<file path="config.mk">
export PLATFORM = sky130hd
export DESIGN_NAME = frame_capture_packer
export DESIGN_NICKNAME = d
export VERILOG_FILES = /design/src/rtl/frame_capture_packer.sv
export SDC_FILE = /design/constraint.sdc
export NUM_CORES = 1
export LEC_CHECK = 0
export CAP_MARGIN = 40
export CORE_AREA = 4 4 63 109
export CTS_BUF_LIST = sky130_fd_sc_hd__clkbuf_4
export DETAILED_ROUTE_END_ITERATION = 7
export DIE_AREA = 0 0 67 113
export PLACE_DENSITY_LB_ADDON = 0.05
export SYNTH_ARGS = -nofsm -noshare
export SYNTH_HDL_FRONTEND = slang
export SYNTH_SLANG_ARGS = --single-unit
</file>
<file path="constraint.sdc">
create_clock -name FPGA_clk -period 4.19 [get_ports FPGA_clk]
set_input_delay 1.0475 -clock FPGA_clk [delete_from_list [all_inputs] [get_ports FPGA_clk]]
set_output_delay 1.0475 -clock FPGA_clk [all_outputs]
set_load 0.005 [all_outputs]
</file>
<file path="src/rtl/frame_capture_packer.sv">
// Captures one video frame of 1-bit pixels after an arm pulse and packs them
// MSB-first into bytes written sequentially to an SRAM with an active-low strobe.
module frame_capture_packer #(
  parameter int ADDR_W   = 18,
  parameter int MAX_ADDR = 262143
) (
  input  logic              FPGA_clk,
  input  logic              rst,
  input  logic              arm,
  input  logic              pix_en,
  input  logic              rpi_DEN,
  input  logic              rpi_v_sync,
  input  logic              rpi_color,
  output logic [ADDR_W-1:0] addr,
  output logic [7:0]        wdata,
  output logic              we,
  output logic              busy,
  output logic              done,
  output logic              overflow
);

  typedef enum logic [2:0] {IDLE, WAIT_VS, CAPTURE, FLUSH, DONE} state_t;

  localparam logic [ADDR_W-1:0] LAST_ADDR = ADDR_W'(MAX_ADDR);

  state_t            state, state_nxt;
  logic [ADDR_W-1:0] addr_nxt;
  logic [7:0]        wdata_nxt;
  logic              we_nxt;
  logic              overflow_nxt;
  logic              ovf_pend, ovf_pend_nxt;
  logic [7:0]        shreg, shreg_nxt, shreg_pix, shreg_eff;
  logic [2:0]        cnt, cnt_nxt, cnt_pix, cnt_eff;
  logic              vs_prev;
  logic              vs_rise, pix, at_max, completes;

  function automatic logic [7:0] left_align(input logic [7:0] bits, input logic [2:0] n);
    return bits << (4'd8 - {1'b0, n});
  endfunction

  assign vs_rise   = rpi_v_sync & ~vs_prev;
  assign pix       = pix_en & rpi_DEN;
  assign at_max    = (addr == LAST_ADDR);
  assign shreg_pix = {shreg[6:0], rpi_color};
  assign cnt_pix   = cnt + 3'd1;
  assign shreg_eff = pix ? shreg_pix : shreg;
  assign cnt_eff   = pix ? cnt_pix : cnt;
  assign completes = pix && (cnt == 3'd7);

  assign busy = (state == WAIT_VS) || (state == CAPTURE);
  assign done = (state == DONE);

  always_comb begin
    state_nxt    = state;
    addr_nxt     = addr;
    wdata_nxt    = wdata;
    we_nxt       = 1'b1;
    overflow_nxt = overflow;
    ovf_pend_nxt = 1'b0;
    shreg_nxt    = shreg;
    cnt_nxt      = cnt;

    // Closing a write cycle: advance the address, or pin it and flag overflow.
    if (!we) begin
      if (ovf_pend)
        overflow_nxt = 1'b1;
      else if (!at_max)
        addr_nxt = addr + ADDR_W'(1);
    end

    case (state)
      IDLE, DONE: begin
        if (arm) begin
          state_nxt    = WAIT_VS;
          addr_nxt     = '0;
          cnt_nxt      = '0;
          shreg_nxt    = '0;
          overflow_nxt = 1'b0;
        end
      end
      WAIT_VS: begin
        if (vs_rise)
          state_nxt = CAPTURE;
      end
      CAPTURE: begin
        if (completes) begin
          we_nxt    = 1'b0;
          wdata_nxt = shreg_pix;
          shreg_nxt = shreg_pix;
          cnt_nxt   = '0;
          if (at_max) begin
            ovf_pend_nxt = 1'b1;
            state_nxt    = FLUSH;
          end else if (vs_rise) begin
            state_nxt = FLUSH;
          end
        end else begin
          shreg_nxt = shreg_eff;
          cnt_nxt   = cnt_eff;
          if (vs_rise) begin
            state_nxt = FLUSH;
            cnt_nxt   = '0;
            if (cnt_eff != 3'd0) begin
              we_nxt    = 1'b0;
              wdata_nxt = left_align(shreg_eff, cnt_eff);
            end
          end
        end
      end
      // FLUSH is exactly one cycle: the final write cycle when there is one.
      FLUSH: state_nxt = DONE;
      default: state_nxt = IDLE;
    endcase
  end

  always_ff @(posedge FPGA_clk) begin
    if (rst) begin
      state    <= IDLE;
      addr     <= '0;
      wdata    <= '0;
      we       <= 1'b1;
      overflow <= 1'b0;
      ovf_pend <= 1'b0;
      shreg    <= '0;
      cnt      <= '0;
      vs_prev  <= 1'b0;
    end else begin
      state    <= state_nxt;
      addr     <= addr_nxt;
      wdata    <= wdata_nxt;
      we       <= we_nxt;
      overflow <= overflow_nxt;
      ovf_pend <= ovf_pend_nxt;
      shreg    <= shreg_nxt;
      cnt      <= cnt_nxt;
      vs_prev  <= rpi_v_sync;
    end
  end

endmodule

</file>
==> flow_summary.yaml, run 1 <==
sta:
  maxSlewViolCount: 0
  rsz0062_at_grt: "no"
  final.min_clock_period_ps: 3180
  period_share: 0.760
  fin_skew_ps: 6.80
  fin_ws_ps: 1010
  finalHoldViolCount: 0
  worst_slew_pin_slew_ps: 829
  max_freq_ghz: 0.314
  maxSlewHeadroom: 0.446
  tns_ps: 0
  finalSetupViolations: 0
hold_path:
  hold_end: "overflow"
  hold_start: "overflow"
  hold_class: "flop to flop"
  hold_depth: 2
setup_path:
  worstPathRequired_ps: 4440
  slowest_delay_ps: 650
  r2r_cells: 7
  critical_path_class: "primary input to flop"
  critPathLaunchType: "primary input"
  cp.arrival_ps: 3440
  crit_chain: "clkdlybuf4s50_1 -> nand2_1 -> mux2i_1 -> ha_1 -> inv_1 -> o21ai_0 -> o22ai_1 -> a221oi_1 -> nor3_1"
  worst_setup_path_end_kind: "flop"
  crit_buf_inv: 2
  r2r-end: "wdata[6]"
  crit_path_max_fanout: 12
  slowest_stage: "clkdlybuf4s50_1"
  r2r_start: "cnt[0]"
  crit_family: "buffers and inverters"
  reg2reg_setup_slack_ps: 1660
synthesis:
  synthesis.nets: 287
  synthCells: 275
  async_flop_share: 0
  synth_edf_count: 0
  synth_warnings: 0
  synth_mux_area_frac: 0.0256
  synth_xor_area_frac: 0.0560
  synth_compound_area_frac: 0.212
  yosys.area_share.simple: 0.272
  ys_types: 47
  netlist_area_um2: 2350
  yosysTopAreaCellShare: 0.375
  netlist.top_cell.by_area: "dfxtp_1"
  synth-adder-area-share: 0.0267
  yosys-top-cells-area: "dfxtp_1 (38%), nor2_1 (6.7%), xnor2_1 (4.5%)"
  synth_top_flop_cell: "dfxtp_1"
  synth.ff_latch_count: 44
  syn_avg_cell_area_um2: 8.54
  synth_top_family_by_area: "simple AND/OR/NAND/NOR gates"
  seq_area_frac_synth: 0.375
clocking:
  cts_tree: "yes"
  cts_resized: 0
  cts-htree-levels: 2
  path_clk_slew_ps: 130
  hold_buffers: 0
  cts.sinks: 44
  clockBufferDepth: 2
  cts_root_buf: "clkbuf_4"
  clkLatencyLatePin_ps: 360
  cts_setup_buffers: 0
  cts_buffers: 5
global_route:
  grt_use_total: 0.166
  antenna_found_initial: 0
  grt_pass1_vias: 2002
  grt_max_degree: 20
  grt_first_pass_wirelength_mm: 9.69
  overflow: 0
place:
  portBuffers: 36
  pre_cts_slack_ps: 607
  dp_hpwl_mm: 4.55
  placed_area_um2: 2780
  dp_cells: 382
  gp_congestion: 0.822
cells_and_area:
  stdcell_count: 390
  drive_gt1_frac: 0.0645
  regArea_um2: 881
  final_core_util: 0.473
  nets: 321
  area_growth_pct: 21.7
  multi_input_area_um2: 1390
  final_area_um2: 2860
  diodes: 0
  fillers: 634
run_status:
  outcome: "completed"
drt:
  vias_per_cell: 5.51
  drt_wl_total_mm: 5.93
  first_iter_violations: 111
  antenna_left: 0
  wl_per_cell_um: 15.2
  vias: 2150
  first_pass_iters: 4
  drc_errors: 0
floorplan:
  io_pins: 37
  die_area_um2: 7570
  die_width_um: 67
  core_area_um2: 6040
  die_height_um: 113
  core.rowCount: 38
  initial_core_util: 0.389
pwr:
  power_density_nw_per_um2: 266
  peakVddDrop_v: 0.000141
  cellLeakagePower_nw: 1.00
run:
  max-cap-violations: 0
## per-layer routing
metal	up-vias	track usage	share of wire
li1	1089	-	-
met3	13	0.0298	0.041
met5	-	0	0
met1	997	0.174	0.38
met2	51	0.304	0.54
met4	0	0.0827	0.034
## worst reg2reg max path, cell delays in order, from the launching register on
cell and delay [ps]:
dfxtp_1 680, ha_1 240, ha_1 240, mux2i_1 220, ha_1 300, nor2_1 380, a221oi_1 150, a211oi_1 250
## stage by stage
stage               total power [mW]  hold WS (ps)
floorplan                      0.475           443
global placement               0.497           454
detailed placement             0.497           470
CTS                            0.776           503
global route                   0.799           528
finish                         0.761           489
## power breakdown
group / switching [mW] / internal [mW]
clock: 0.142 / 0.132
combinational: 0.0363 / 0.0254
sequential: 0.00448 / 0.421
## cell usage in the layout (no fill, tap or decap), types with 3 or more instances in the layout
master	count
a221oi_1	7
nor4_1	4
mux2i_1	6
nand3_1	5
ha_1	5
clkbuf_4	6
nor3_1	9
or3_1	3
dfxtp_1	44
nor2b_1	4
nand3b_1	3
a22o_1	8
nand2_1	8
nand4_1	7
clkdlybuf4s50_1	36
o21ai_0	7
a211oi_1	11
nor2_1	42
and3_1	8
xnor2_1	12
xor2_1	3
nor4_2	3
o32ai_1	4
a21oi_1	16
o21ai_1	3
inv_1	7
nand2b_1	7
## kinds of logic after synthesis
kind of cell,count (synthesis)
DFF,44
AOI/OAI and AO/OA,71
adders and majority gates,5
buffers and inverters,19
muxes,6
xor gates and xnor gates,15
and+or+nand+nor,115
## worst max-delay path by stage
stage / from / end / depth (start not counted)
after floorplan: pix_en / wdata[6] / 8
after global placement: rpi_DEN / wdata[3] / 9
after detailed placement: pix_en / wdata[3] / 9
after CTS: pix_en / wdata[3] / 9
after global routing: pix_en / wdata[0] / 8
final: rpi_DEN / wdata[3] / 9
## final cells by class
| cell class | count | share of cell area |
|---|---|---|
| multi-input combinational | 212 | 0.487 |
| sequential | 44 | 0.308 |
| timing repair buffer | 38 | 0.131 |
| tap | 80 | 0.0350 |
| clock buffer | 6 | 0.0158 |
| clock inverter | 2 | 0.0123 |
| inverter | 8 | 0.0105 |
## registers in the layout, indices dropped and copies added, names as in the netlist
signal and count:
state 3, addr 18, ovf_pend 1, overflow 1, shreg 8, vs_prev 1, cnt 3, wdata 8
we 1
## cell usage after synthesis (3+ instances only)
master,n
nand4_1,7
buf_2,4
a21oi_1,16
or3_1,3
nor2_1,42
mux2i_1,6
nand3b_1,3
a221oi_1,7
o32ai_1,4
a22o_1,8
clkbuf_1,6
xor2_1,3
ha_1,5
nor4_1,4
o21ai_0,7
inv_1,7
nand2b_1,7
nand3_1,5
o21ai_1,3
nor2b_1,4
xnor2_1,12
nand2_1,8
nor4_2,3
and3_1,8
a211oi_1,11
dfxtp_1,44
nor3_1,9
Power figures use the tool's default switching activity.
==> inputs of run 2 (changes only) <==
clock period = 2.91 ns   (was 4.19 ns; I/O delays follow)
==> run 2 against run 1 <==
  * Cell count grew 2.8%
  * Sequential share of layout area down 0.87 points
  * Combinational power grew 60%
  * Utilization grew 1.4 points
  * First-iteration DRC count grew 27%
  * Clock-buffer cell count stayed put
  * Cell area up 2.9%
  * Global-route usage is 0.35 points higher
  * Clock power up 44%
  * Via count grew 2.7%
  * Critical path type unchanged
  * Highest routed layer unchanged
==> flow_summary.yaml, run 2 (same netlist as run 1, synthesis figures left out) <==
run_status:
  outcome: "completed"
cells_and_area:
  area_growth_pct: 25.2
  final_core_util: 0.487
  drive_gt1_frac: 0.0966
  largest_reg_flops: 18
  final_cell_mix: "dfxtp_1 (44), nor2_1 (42), clkdlybuf4s50_1 (36)"
  nets: 332
  diodes: 0
  largest-register: "addr"
  layout_commonest_cell: "dfxtp_1"
  final_area_um2: 2940
  largestRegisters: "addr x18, shreg x8, wdata x8"
drt:
  wl_per_cell_um: 14.9
  drc_errors: 0
  vias: 2209
  drt_wl_total_mm: 5.98
  first_pass_iters: 4
  vias_per_cell: 5.51
  antenna_left: 0
  first_iter_violations: 141
setup_path:
  cp.arrival_ps: 2800
  critical_path_class: "primary input to flop"
  slowest_delay_ps: 430
  worst_setup_path_end_kind: "flop"
  crit_path_max_fanout: 8
  critPathLaunchType: "primary input"
  slowest_stage: "o21ai_1"
  crit_chain: "clkdlybuf4s50_1 -> nand2_1 -> mux2i_1 -> ha_1 -> ha_1 -> nor2_1 -> o21ai_1 -> a221oi_1 -> a211oi_1"
  path_common_cell: "ha_1"
  reg2reg_setup_slack_ps: 710
  worstPathRequired_ps: 3180
clocking:
  cts_setup_buffers: 0
  clockBufferDepth: 2
  cts_buffers: 5
  cts-htree-levels: 2
  hold_buffers: 0
  clkLatencyLatePin_ps: 360
  cts_tree: "yes"
  cts.sinks: 44
  path_clk_slew_ps: 140
  cts_resized: 0
  cts_root_buf: "clkbuf_4"
sta:
  fin_ws_ps: 384
  worst_slew_pin_slew_ps: 603
  tns_ps: 0
  finalSetupViolations: 0
  rsz0062_at_grt: "no"
  period_share: 0.868
  fin_skew_ps: 10.7
  maxSlewViolCount: 0
  maxSlewHeadroom: 0.595
  max_freq_ghz: 0.396
  final.min_clock_period_ps: 2530
  finalHoldViolCount: 0
floorplan:
  die_area_um2: 7570
  core.rowCount: 38
  initial_core_util: 0.389
  io_pins: 37
  die_width_um: 67
  die_height_um: 113
  core_area_um2: 6040
global_route:
  grt_first_pass_wirelength_mm: 10.1
  grt_use_total: 0.170
  overflow: 0
  antenna_found_initial: 0
  grt_pass1_vias: 2137
  grt_max_degree: 20
run:
  max-cap-violations: 0
place:
  gp_congestion: 0.836
  placed_area_um2: 2860
  pre_cts_slack_ps: -29.2
  dp_hpwl_mm: 4.64
  portBuffers: 36
pwr:
  peakVddDrop_v: 0.000187
  power_mw: 1.11
  cellLeakagePower_nw: 1.06
  power_density_nw_per_um2: 376
hold_path:
  hold_class: "flop to flop"
run 2: per-layer routing:
| metal | vias to the layer above | share of wire | GRT usage |
|---|---|---|---|
| met4 | 0 | 0.023 | 0.0732 |
| met2 | 49 | 0.55 | 0.316 |
| met3 | 13 | 0.034 | 0.0268 |
| met5 | - | 0 | 0 |
| met1 | 1031 | 0.39 | 0.179 |
| li1 | 1116 | - | - |
run 2: worst max-delay path, delay by kind of cell:
kind,cells,cell delay [ps]
adder cells (fa/ha/maj),2,310
multiplexers,1,280
AO/OA/AOI/OAI,3,810
buffers and inverters,1,410
AND/OR/NAND/NOR,2,250
run 2: power breakdown:
part / switching, mW / total [mW] / internal [mW]
sequential: 0.00593 / 0.613 / 0.607
clock: 0.206 / 0.395 / 0.190
combinational: 0.0543 / 0.0987 / 0.0444
total: 0.266 / 1.11 / 0.841
run 2: worst paths after layout:
| check | startpoint | to | cells past startpoint |
|---|---|---|---|
| setup / recovery | pix_en | wdata[7] | 9 |
| hold / removal | overflow | overflow | 2 |
| setup reg to reg | cnt[1] | wdata[7] | 8 |
| hold reg to reg | overflow | overflow | 2 |
run 2: stage by stage:
stage	std cells	hold WS (ps)
5_1_grt	401	524
4_1_cts	401	497
3_5_place_dp	393	463
2_1_floorplan	275	443
6_report	401	487
3_3_place_gp	393	450
run 2: cell type report:
| type | instances | area [um^2] |
|---|---|---|
| Fill cell | 627 | 3100 |
| Multi-Input combinational cell | 212 | 1390 |
| Sequential cell | 44 | 881 |
| Timing Repair Buffer | 49 | 458 |
| Tap cell | 80 | 100 |
| Clock buffer | 6 | 45.0 |
| Clock inverter | 2 | 35.0 |
| Inverter | 8 | 30.0 |
